### config.mk
export PLATFORM = sky130hd
export DESIGN_NAME = reg_context_engine
export DESIGN_NICKNAME = d
export VERILOG_FILES = /design/src/rtl/reg_context_engine.sv
export SDC_FILE = /design/constraint.sdc
export NUM_CORES = 1
export LEC_CHECK = 0
export CORE_ASPECT_RATIO = 0.9
export CORE_UTILIZATION = 42
export DETAILED_ROUTE_END_ITERATION = 8
export PLACE_DENSITY = 0.94
export SLEW_MARGIN = 20
export SYNTH_ARGS = -nofsm -noshare
export SYNTH_HDL_FRONTEND = slang
export SYNTH_SLANG_ARGS = --single-unit
### constraint.sdc
create_clock -name CLK -period 9.7 [get_ports CLK]
set_input_delay 2.91 -clock CLK [delete_from_list [all_inputs] [get_ports CLK]]
set_output_delay 2.91 -clock CLK [all_outputs]
set_load 0.02 [all_outputs]
### src/rtl/reg_context_engine.sv
// reg_context_engine
// Register-file context save/restore master. On a save request it walks the
// register read port over every register and streams each value to memory;
// on a restore request it reads each word back from memory and writes it into
// the register file. busy stalls the core for the whole operation, and done
// pulses for one cycle at the end.
module reg_context_engine #(
  parameter int NUM_REGS   = 8,
  parameter int REG_WIDTH  = 16,
  parameter int ADDR_WIDTH = 16,
  parameter int SKIP_R0    = 0
) (
  input  logic                        CLK,
  input  logic                        RST,
  input  logic                        start_save,
  input  logic                        start_restore,
  input  logic [ADDR_WIDTH-1:0]       base_addr,
  output logic                        busy,
  output logic                        done,
  output logic [$clog2(NUM_REGS)-1:0] rf_rs,
  input  logic [REG_WIDTH-1:0]        rf_rs_val,
  output logic [$clog2(NUM_REGS)-1:0] rf_rd,
  output logic [REG_WIDTH-1:0]        rf_reg_in,
  output logic                        rf_write_en,
  output logic                        mem_req,
  output logic                        mem_we,
  output logic [ADDR_WIDTH-1:0]       mem_addr,
  output logic [REG_WIDTH-1:0]        mem_wdata,
  input  logic                        mem_ack,
  input  logic [REG_WIDTH-1:0]        mem_rdata
);

  localparam int IDX_W = $clog2(NUM_REGS);
  localparam logic [IDX_W-1:0] IDX_LAST  = IDX_W'(NUM_REGS - 1);
  // With SKIP_R0 the hard-wired zero register is never touched.
  localparam logic [IDX_W-1:0] IDX_FIRST = (SKIP_R0 != 0) ? IDX_W'(1) : '0;

  typedef enum logic [2:0] {
    IDLE   = 3'd0,
    SAVE   = 3'd1,
    RD_REQ = 3'd2,
    RD_WR  = 3'd3,
    DONE   = 3'd4
  } state_t;

  state_t                  state_q, state_d;
  logic [IDX_W-1:0]        idx_q, idx_d;
  logic [ADDR_WIDTH-1:0]   base_q, base_d;
  logic [REG_WIDTH-1:0]    rdata_q, rdata_d;
  logic [ADDR_WIDTH-1:0]   walk_addr;

  // Memory address of the current register; wraps modulo 2^ADDR_WIDTH.
  assign walk_addr = base_q + ADDR_WIDTH'(idx_q);

  // Control state: FSM state and walk index, cleared by reset.
  always_ff @(posedge CLK) begin
    if (RST) begin
      state_q <= IDLE;
      idx_q   <= '0;
    end else begin
      state_q <= state_d;
      idx_q   <= idx_d;
    end
  end

  // Datapath holding registers; only observed through state-gated outputs.
  always_ff @(posedge CLK) begin
    base_q  <= base_d;
    rdata_q <= rdata_d;
  end

  // Next-state logic: accept requests in IDLE, advance the walk on each ack.
  always_comb begin
    state_d = state_q;
    idx_d   = idx_q;
    base_d  = base_q;
    rdata_d = rdata_q;
    unique case (state_q)
      IDLE: begin
        // Save has priority; a simultaneous restore request is dropped.
        if (start_save) begin
          state_d = SAVE;
          base_d  = base_addr;
          idx_d   = IDX_FIRST;
        end else if (start_restore) begin
          state_d = RD_REQ;
          base_d  = base_addr;
          idx_d   = IDX_FIRST;
        end
      end
      SAVE: begin
        if (mem_ack) begin
          if (idx_q == IDX_LAST) state_d = DONE;
          else                   idx_d   = idx_q + IDX_W'(1);
        end
      end
      RD_REQ: begin
        if (mem_ack) begin
          rdata_d = mem_rdata;
          state_d = RD_WR;
        end
      end
      RD_WR: begin
        if (idx_q == IDX_LAST) begin
          state_d = DONE;
        end else begin
          idx_d   = idx_q + IDX_W'(1);
          state_d = RD_REQ;
        end
      end
      DONE:    state_d = IDLE;
      default: state_d = IDLE;
    endcase
  end

  // Output decode: every port is idle-zero outside the state that uses it.
  always_comb begin
    busy        = 1'b0;
    done        = 1'b0;
    rf_rs       = '0;
    rf_rd       = '0;
    rf_reg_in   = '0;
    rf_write_en = 1'b0;
    mem_req     = 1'b0;
    mem_we      = 1'b0;
    mem_addr    = '0;
    mem_wdata   = '0;
    unique case (state_q)
      IDLE: ;
      SAVE: begin
        busy      = 1'b1;
        mem_req   = 1'b1;
        mem_we    = 1'b1;
        rf_rs     = idx_q;
        mem_addr  = walk_addr;
        mem_wdata = rf_rs_val;
      end
      RD_REQ: begin
        busy     = 1'b1;
        mem_req  = 1'b1;
        mem_addr = walk_addr;
      end
      RD_WR: begin
        busy        = 1'b1;
        rf_write_en = 1'b1;
        rf_rd       = idx_q;
        rf_reg_in   = rdata_q;
      end
      DONE: begin
        busy = 1'b1;
        done = 1'b1;
      end
      default: ;
    endcase
  end

endmodule

## Yosys cells after proc, flatten, opt, wreduce, memory -nomap -nowiden

Index checks and enable logic that the tools add are counted.

| storage, ports and cells | value |
|---|---|
| register bits | 38 |
| input bits | 53 |
| word-level logic and storage cells | 48 |
| output and inout bits | 59 |

| operators by class | value |
|---|---|
| $add $sub $neg | 2 |
| reductions and logical operators | 9 |
| multiplexer cells | 24 |
| eq/ne operators | 9 |

Operators by type and width:

| kind | number |
|---|---|
| $mux 16 | 5 |
| $mux 3 | 12 |
| $add 16x3->16 | 1 |
| $pmux 3 s4 | 1 |
| $pmux 3 s3 | 1 |
| $eq 3x2->1 const B | 2 |
| $eq 3x3->1 const B | 2 |
| $ne 2x2->1 const B | 3 |
| $mux 1 | 5 |
| $reduce_and 2->1 | 2 |
| $reduce_and 4->1 | 1 |
| $reduce_or 4->1 | 1 |
| $add 3x1->3 const B | 1 |
| $eq 3x1->1 const B | 1 |
| $logic_not 3->1 | 1 |
| $ne 3x3->1 const B | 1 |
| $reduce_and 3->1 | 1 |
| $reduce_bool 3->1 | 1 |
| $reduce_bool 2->1 | 1 |
| $reduce_or 2->1 | 1 |

## Logic depth before layout (Yosys ltp)

| depth | value |
|---|---|
| depth after elaboration | 4 |
| mapped depth | 7 |
| gate-level depth less buffers | 7 |

## Worst setup path before layout

Ideal clock, no wire load.

| path | value |
|---|---|
| path kind | input-to-output |
| from | input port rf_rs_val[0] |
| to | output port mem_wdata[0] |
| arrival | 3.120 ns |
| data required time | 6.790 ns |
| stages | 1 |
| buffers on the path | 0 |
| setup slack | 3.670 ns |
| path through | and2_1 |

| between the ends | value |
|---|---|
| longest elaborated chain between the ends | 1 |

Ends and longest elaborated chain:

| what | line | source |
|---|---|---|
| from (decl) | 21 | `input logic [REG_WIDTH-1:0] rf_rs_val,` |
| $mux 16 | 128 | `unique case (state_q)` |
| to (decl) | 28 | `output logic [REG_WIDTH-1:0] mem_wdata,` |

Every way passes these cells.

## Worst setup path in the final report

| path | value |
|---|---|
| from | input port rf_rs_val[4] |
| to | output port mem_wdata[4] |

Same word-level chain as after synthesis.

==> reports/metrics.csv <==
metric;value;unit
status;finished, final reports clean;
Residual DRC;0;
Worst-path clk slew;0.07;ns
hold depth;2;
CTS Sinks;38;
GPL Wtd Cong;0.856;
Rel. slew slack;0.466;
Final setup viols;0;
initial antenna violation count;0;
pin count of the biggest net entering global routing;20;
crit-path leading delay family;buffers and inverters;
share of cells above drive strength 1;0.0423;
wire length on met1;1.92;mm
highest routed layer;met4;
Core Region;4580;um^2
WL per Instance;13.4;um
crit-path max cell delay;0.61;ns
CTS resizes;0;
H-tree levels;2;
most frequent CP cell;clkdlybuf4s50_1;
number of global-route vias before repair;1712;
CP startpoint;rf_rs_val[4];
crit path DAT;4.09;ns
FF-to-FF path depth;6;
Initial Util;0.451;
R2R setup slack;7.89;ns
CTS tree;yes;
Fill cells;346;
Yosys cell types;42;
Reg-to-Reg Start;idx_q[0]$_SDFFE_PP0P_;
Worst VDD drop;0.000105;V
port bufs;111;
endpoint type of the worst setup path;primary output;
WL final;4.96;mm
cells after synthesis;195;
area growth from synthesis to layout;62.9;%
Overflow after GRT;0;
Hold Buf Count CTS;0;
drt pass-1 iters;4;
leakage;1.19;nW
first-pass GRT wire length;7.72;mm
Syn Area/Cell;10.6;um^2
hold_sp;idx_q[1]$_SDFFE_PP0P_;
worst-skew pair later-pin latency;0.28;ns
Slew Viols, Final;0;
CP bufs+invs;2;
Worst Tran Pin Value;0.798;ns
YS warnings;0;
Final nets;365;
synthesized net count;254;
Pwr Density;194;nW/um^2
DPL Wire Length;3.87;mm
Max Freq;143;MHz
Crit-path slowest cell;clkdlybuf4s50_1;
Vias/cell;4.96;
setup tns final;0;ns
DR WL met3;447;um
Ports;112;
Die Area;5200;um^2
synthesized area;2070;um^2
CTS max path bufs;2;
WP data required;6.79;ns
area of the multi-input gates;917;um^2
CP Class;in2out;
MaxCap Viol Count;0;
gr usage total;0.193;
total number of vias;1830;
Final Hold Viols;0;
postcts setup bufs;0;
Seq/Total Area, Yosys;0.523;
row count;23;
Startpoint Class;primary input;
n_diodes;0;
reg2reg end;idx_q[0]$_SDFFE_PP0P_;
fin crit period;7.00;ns
CTS Buf Count;5;
cell-by-cell trace of the critical path;clkdlybuf4s50_1, and2_1, clkdlybuf4s50_1;
flip-flop and latch area;1080;um^2
finished layout cell area;3360;um^2
routed wl met2;2.56;mm
FF+latch count, synth;38;
Critical Path Fanout Max;1;
worst hold path type;reg2reg;
RSZ-0062 raised after global routing;false;
fin crit share;0.721;
Die Height;68.5;um
initial drt markers;87;
CTS root buf;clkbuf_8;
chip width;75.9;um
WHS Endpoint;idx_q[1]$_SDFFE_PP0P_;
Placed Area;3230;um^2
Antenna Nets Post-Route;0;
Clock Skew;0.00705;ns
==> flip-flops by register name, summed over array words and instances (netlist names) <==
register	cells
rdata_q	16
state_q	3
base_q	16
idx_q	3
==> area by class of cell <==
class	instances	area share
clock buffers	5	0.0205
flip-flops and latches	38	0.321
multi-input cells	140	0.273
repair buffers	113	0.335
inverters	8	0.00893
clock inverters	3	0.0190
well taps	62	0.0231
==> tightest hold or removal path, delay by kind of cell (launching register included) <==
kind	cells	cell delay, ns
flops	1	0.35
compound gates	2	0.15
==> kinds of logic after synthesis <==
logic type | Yosys count | share of synthesized area
xor+xnor | 10 | 0.0424
simple gates | 90 | 0.257
flops | 38 | 0.523
compound gates | 34 | 0.101
fa+ha+maj | 6 | 0.0400
buf+inv | 17 | 0.0357
==> cells in the mapped netlist <==
cell type  instances  share of area
nand2_1            4         0.0073
a21oi_1           13          0.031
buf_6              1         0.0055
o211ai_1           2         0.0073
inv_1              7          0.013
o21ai_0            2         0.0048
dfxtp_1            6          0.058
fa_1               1         0.0097
nor2_2             1         0.0030
nor3_1             3         0.0073
o21ai_1            6          0.015
or4_1              3          0.011
a2bb2oi_1          1         0.0042
nand4_4            1          0.010
o211a_1            1         0.0048
or2_1              2         0.0061
ha_1               5          0.030
and2_1            40           0.12
o2111ai_1          2         0.0085
nand2b_1           2         0.0061
a21o_1             1         0.0036
a211oi_1           1         0.0036
a21boi_0           1         0.0036
xnor2_1            4          0.017
clkbuf_1           6          0.011
edfxtp_1          32           0.47
or3_1              4          0.012
nand3_1            4         0.0097
buf_2              2         0.0048
or4b_1             1         0.0048
xor2_1             6          0.025
nand4b_1           2         0.0085
o21a_1             1         0.0036
and3_1             1         0.0030
o41ai_1            1         0.0042
nor2b_1            2         0.0061
o31ai_1            1         0.0036
inv_2              1         0.0018
and4_1             1         0.0042
a31oi_1            1         0.0030
nor2_1            18          0.033
nor4b_1            1         0.0042
==> worst max-delay path by stage <==
stage,cells after the start,to
2_1_floorplan,1,mem_wdata[0]
3_3_place_gp,3,mem_wdata[0]
3_5_place_dp,3,mem_wdata[13]
4_1_cts,3,mem_wdata[13]
5_1_grt,3,mem_wdata[0]
6_report,3,mem_wdata[4]
==> placed cells by master (no fill, tap or decap), types with 2 or more instances in the layout <==
cell type	instances
edfxtp_1	32
inv_1	7
o2111ai_1	2
o211ai_1	2
xnor2_1	4
bufinv_16	2
nand3_1	4
o21ai_0	2
and2_1	40
buf_4	2
dfxtp_1	6
nand2_1	4
nor3_1	3
clkdlybuf4s50_1	111
o21ai_1	6
nor2_1	18
nor2b_1	2
nand4b_1	2
clkbuf_8	5
or4_1	3
or2_1	2
a21oi_1	13
xor2_1	6
ha_1	5
or3_1	4
nand2b_1	2
==> stage by stage <==
| step | hold WS [ns] | power, mW | util | setup slack [ns] | instances |
|---|---|---|---|---|---|
| 2_1_floorplan | 0.482 | 0.379 | - | 3.67 | 195 |
| 3_3_place_gp | 0.520 | 0.493 | 0.706 | 2.70 | 361 |
| 3_5_place_dp | 0.538 | 0.501 | 0.706 | 2.69 | 361 |
| 4_1_cts | 0.548 | 0.655 | 0.735 | 2.69 | 369 |
| 5_1_grt | 0.575 | 0.685 | 0.735 | 2.65 | 369 |
| 6_report | 0.547 | 0.652 | 0.735 | 2.70 | 369 |
==> report_power, final <==
part / total (mW) / internal [mW] / leakage (nW) / switching (mW)
registers: 0.234 / 0.211 / 0.351 / 0.0233
logic: 0.263 / 0.125 / 0.777 / 0.138
clock network: 0.155 / 0.102 / 0.0658 / 0.0534
total: 0.652 / 0.437 / 1.19 / 0.215
==> routing by layer <==
metal  vias up  GRT usage
met2        76      0.355
met1       835      0.212
met4         0     0.0481
met5         -          0
met3         5     0.0803
li1        914          -
Power figures use the tool's default switching activity.
